## src/rtl/flex_rx_fifo.sv

```systemverilog
// First-word-fall-through receive FIFO with occupancy count, threshold flags,
// sticky overflow/underflow and a synchronous flush. All outputs decode registered state.
module flex_rx_fifo #(
    parameter int unsigned DATA_WIDTH = 8,
    parameter int unsigned DEPTH      = 8,
    parameter int unsigned AF_THRESH  = 6,
    parameter int unsigned AE_THRESH  = 2
) (
    input  logic                         clk,
    input  logic                         n_rst,
    input  logic                         clear,
    input  logic                         w_enable,
    input  logic [DATA_WIDTH-1:0]        w_data,
    input  logic                         r_enable,
    output logic [DATA_WIDTH-1:0]        r_data,
    output logic [$clog2(DEPTH+1)-1:0]   count,
    output logic                         empty,
    output logic                         full,
    output logic                         almost_empty,
    output logic                         almost_full,
    output logic                         overflow,
    output logic                         underflow
);

    localparam int unsigned PtrW = $clog2(DEPTH);
    localparam int unsigned CntW = $clog2(DEPTH + 1);

    logic [DATA_WIDTH-1:0] mem_q [DEPTH];
    logic [PtrW-1:0]       wptr_q, wptr_d;
    logic [PtrW-1:0]       rptr_q, rptr_d;
    logic [CntW-1:0]       count_q, count_d;
    logic                  ovf_q, ovf_d;
    logic                  udf_q, udf_d;

    logic is_empty, is_full, do_write, do_read;

    function automatic logic [PtrW-1:0] ptr_inc(input logic [PtrW-1:0] p);
        return (p == PtrW'(DEPTH - 1)) ? '0 : p + 1'b1;
    endfunction

    assign is_empty = (count_q == '0);
    assign is_full  = (count_q == CntW'(DEPTH));
    assign do_read  = r_enable && !is_empty;
    // When full, a simultaneous pop frees the slot this write lands in.
    assign do_write = w_enable && (!is_full || r_enable);

    always_comb begin
        wptr_d  = wptr_q;
        rptr_d  = rptr_q;
        count_d = count_q;
        ovf_d   = ovf_q;
        udf_d   = udf_q;
        if (clear) begin
            wptr_d  = '0;
            rptr_d  = '0;
            count_d = '0;
            ovf_d   = 1'b0;
            udf_d   = 1'b0;
        end else begin
            if (do_write) wptr_d = ptr_inc(wptr_q);
            if (do_read)  rptr_d = ptr_inc(rptr_q);
            case ({do_write, do_read})
                2'b10:   count_d = count_q + 1'b1;
                2'b01:   count_d = count_q - 1'b1;
                default: count_d = count_q;
            endcase
            if (w_enable && is_full && !r_enable) ovf_d = 1'b1;
            if (r_enable && is_empty)             udf_d = 1'b1;
        end
    end

    always_ff @(posedge clk or negedge n_rst) begin
        if (!n_rst) begin
            wptr_q  <= '0;
            rptr_q  <= '0;
            count_q <= '0;
            ovf_q   <= 1'b0;
            udf_q   <= 1'b0;
        end else begin
            wptr_q  <= wptr_d;
            rptr_q  <= rptr_d;
            count_q <= count_d;
            ovf_q   <= ovf_d;
            udf_q   <= udf_d;
        end
    end

    // Storage is not reset; validity is tracked by the pointers and count.
    always_ff @(posedge clk) begin
        if (do_write && !clear) mem_q[wptr_q] <= w_data;
    end

    always_comb begin
        r_data       = is_empty ? '0 : mem_q[rptr_q];
        count        = count_q;
        empty        = is_empty;
        full         = is_full;
        almost_empty = (count_q <= CntW'(AE_THRESH));
        almost_full  = (count_q >= CntW'(AF_THRESH));
        overflow     = ovf_q;
        underflow    = udf_q;
    end

endmodule

```

## config.mk

```make
export PLATFORM = sky130hd
export DESIGN_NAME = flex_rx_fifo
export DESIGN_NICKNAME = d
export VERILOG_FILES = /design/src/rtl/flex_rx_fifo.sv
export SDC_FILE = /design/constraint.sdc
export NUM_CORES = 1
export LEC_CHECK = 0
export BUFFER_PORTS_ARGS = -buffer_cell sky130_fd_sc_hd__buf_4
export CAP_MARGIN = 20
export CORE_MARGIN = 8
export CORE_UTILIZATION = 50
export DETAILED_ROUTE_END_ITERATION = 12
export PLACE_DENSITY = 0.69
export SLEW_MARGIN = 20
export SYNTH_ARGS = -nofsm -noshare
export SYNTH_HDL_FRONTEND = slang
export SYNTH_SLANG_ARGS = --single-unit
```

## constraint.sdc

```tcl
create_clock -name clk -period 4.4 [get_ports clk]
set_input_delay 0.66 -clock clk [delete_from_list [all_inputs] [get_ports clk]]
set_output_delay 0.66 -clock clk [all_outputs]
set_load 0.02 [all_outputs]
```

==> flow_summary_export.csv <==
group,metric,value,unit
layout,multi_input_area,1040,sq um
layout,seqCellArea,2220,sq um
placement,gp_congestion,0.736,
clock_network,clock_latency,0.35,ns
setup_path,cp.arrival,2.10,ns
routing,drt_wl_total,6070,microns
floorplan,start_util,0.516,
clock_network,cts_hold_buf,0,
setup_path,start_kind,"flop",
floorplan,dieWidth,97.0,microns
routing,drt_iter0_drc,106,
routing,vias,1793,
synthesis,syn_avg_cell_area,16.5,sq um
power,total_power,2.15,mW
setup_path,cp-end-kind,"primary output",
min_path,hold_path_class,"input pin to async pin",
layout,area_delta_synth_final,16.9,%
layout,drive_gt1_frac,0.322,
synthesis,synth_warnings,0,
power,p_seq_frac,0.423,
power,peakVddDrop,0.282,mV
layout,layout.nets,250,
job,cap_violations,0,
global_routing,overflow,0,
global_routing,first_global_vias,1832,
power,comb_power_share,0.313,
placement,place_hpwl,3830,microns
setup_path,cp_data_required_time,3.74,ns
global_routing,grt_max_degree,20,
synthesis,synth-adder-area-share,0.0229,
floorplan,core_area,6350,sq um
global_routing,grt_use_total,0.135,
clock_network,htree_levels,3,
synthesis,synthCells,198,
timing,fin_crit_sh,0.627,
floorplan,fp.dieArea,9400,sq um
power,p_sw,0.696,mW
clock_network,cts.sinks,76,
routing,drt_first_pass_iters,4,
synthesis,synth_edf_count,64,
synthesis,yosys.area_share.simple,0.0802,
synthesis,ys_ff_latch,76,
clock_network,cts_setup_buffers,0,
synthesis,syn_nets,217,
routing,drc,0,
clock_network,clk_pin_slew,0.08,ns
power,swShare,0.323,
setup_path,worst-path-max-fanout,10,
synthesis,synth_top_family_by_area,"multiplexers",
routing,wire_per_inst,19.4,microns
synthesis,synth_xor_area_frac,0.00267,
clock_network,numCtsBuffers,9,
synthesis,yosys_most_used_dff,"edfxtp_1",
timing,fin_crit,2.76,ns
floorplan,rows,29,
global_routing,grt_pass1_wl,9660,microns
timing,setup_violations,0,
placement,pre_cts_ws,1.65,ns
timing,worst_pin_slew,1.00,ns
floorplan,die_h,97.0,microns
timing,slew_violations,0,
clock_network,root_buffer,"clkbuf_8",
timing,tns,0,ns
layout,num_antenna_cells,0,
synthesis,async_flop_share,0.158,
power,p_int,1.46,mW
power,power_density,562,nW/um^2
routing,vias_per_cell,5.73,
placement,io_buffer_count,30,
setup_path,path_class,"flop to primary output",
synthesis,synthesis.area,3280,sq um
run_status,status,"complete, no violations",
timing,setup_ws,1.64,ns
synthesis,synth_seq_area_share,0.678,
timing,rsz0062_at_grt,"no",
routing,postRouteAntennaNets,0,
clock_network,cts_tree,"built",
timing,finalHoldViolCount,0,
power,leakage,1.34,nW
timing,max_freq,0.363,GHz
global_routing,antenna_found_initial,0,
synthesis,synth_compound_area_frac,0.0496,
layout,fillCellCount,483,
clock_network,post_cts_resized,0,
synthesis,yosysUniqueCellTypes,40,
timing,finClkSkew,0.00884,ns
power,clock_power_share,0.265,
synthesis,synth.area.mux_share,0.146,
clock_network,cts_max_path_buffers,2,
timing,maxSlewHeadroom,0.329,
floorplan,io_pins,31,
power by group through the flow:
stage / Sequential, mW / Clock (mW) / Combinational [mW]
5_1_grt: 0.923 / 0.610 / 0.729
4_1_cts: 0.911 / 0.577 / 0.680
3_3_place_gp: 0.924 / 0 / 0.671
2_1_floorplan: 0.883 / 0 / 0.501
6_report: 0.910 / 0.569 / 0.673
3_5_place_dp: 0.927 / 0 / 0.679
cell usage in the layout, fill, tap and decap left out, types with 3 or more instances in the layout:
cell type / n
edfxtp_1: 64
nand2_1: 9
a21o_1: 3
o211ai_1: 4
nor4_4: 3
nor3_1: 3
buf_4: 31
mux2i_1: 8
dfrtp_1: 11
mux4_2: 16
ha_1: 6
inv_1: 4
nor2_1: 13
a21oi_1: 11
o21ai_0: 3
clkbuf_8: 9
or3_1: 3
through the flow:
stage / utilization / area [sq um] / cells / hold slack, ns
detailed placement: 0.565 / 3590 / 297 / 0.490
finish: 0.603 / 3830 / 313 / 0.143
CTS: 0.599 / 3800 / 313 / 0.146
global route: 0.603 / 3830 / 313 / 0.138
floorplan: - / 3280 / 198 / 0.364
global placement: 0.565 / 3590 / 297 / 0.480
worst paths after layout:
path	start	to	slack, ns	cells after the start
worst min-delay path	n_rst	overflow	0.14	1
worst min register to register	underflow	underflow	0.50	2
max in group asynchronous	n_rst	rptr_q[0]	4.07	1
worst max register to register	count[2]	count[3]	1.74	8
worst max-delay path	count[2]	r_data[0]	1.64	4
min in group clk	underflow	underflow	0.50	2
routing by layer:
metal | wire (microns) | vias to the layer above | GRT usage
met4 | 70 | 0 | 0.0533
met2 | 2900 | 26 | 0.208
met5 | 0 | - | 0
met1 | 2850 | 910 | 0.170
li1 | - | 849 | -
met3 | 254 | 8 | 0.0477
state kept, by name (all words and copies together) (netlist names):
signal / cells
mem_q: 64
underflow: 1
count: 4
overflow: 1
wptr_q: 3
rptr_q: 3
synth_stat cells (3+ instances only):
master	n	area (sq um)
a21oi_1	11	55.1
nor2_1	13	48.8
edfxtp_1	64	1920
dfrtp_1	12	300
inv_1	4	15.0
a21o_1	3	22.5
ha_1	6	75.1
mux4_2	16	360
o21ai_0	3	15.0
nor4_1	4	25.0
or3_1	3	18.8
o211ai_1	4	30.0
buf_2	3	15.0
nor3_1	5	25.0
nand2_1	9	33.8
clkbuf_1	3	11.3
mux2i_1	8	80.1
cell type report:
| cell class | instances | area share |
|---|---|---|
| Sequential cell | 76 | 0.581 |
| Multi-Input combinational cell | 108 | 0.272 |
| Timing Repair Buffer | 31 | 0.0608 |
| Clock buffer | 10 | 0.0333 |
| Tap cell | 77 | 0.0252 |
| Clock inverter | 6 | 0.0232 |
| Inverter | 5 | 0.00490 |
worst max-delay path, cell delays in order, from the launching register on:
cell,delay (ns)
dfrtp_1,0.46
or4_1,0.76
inv_2,0.28
nor2_1,0.09
buf_4,0.16
cells by family (layout without fill, tap and decap cells):
logic type	Yosys count	after routing
xor+xnor	1	1
simple gates	49	49
flops	76	76
mux	26	26
buf+inv	14	52
fa+ha+maj	6	6
compound gates	26	26
Note: power is estimated with default switching activity, not from simulation.
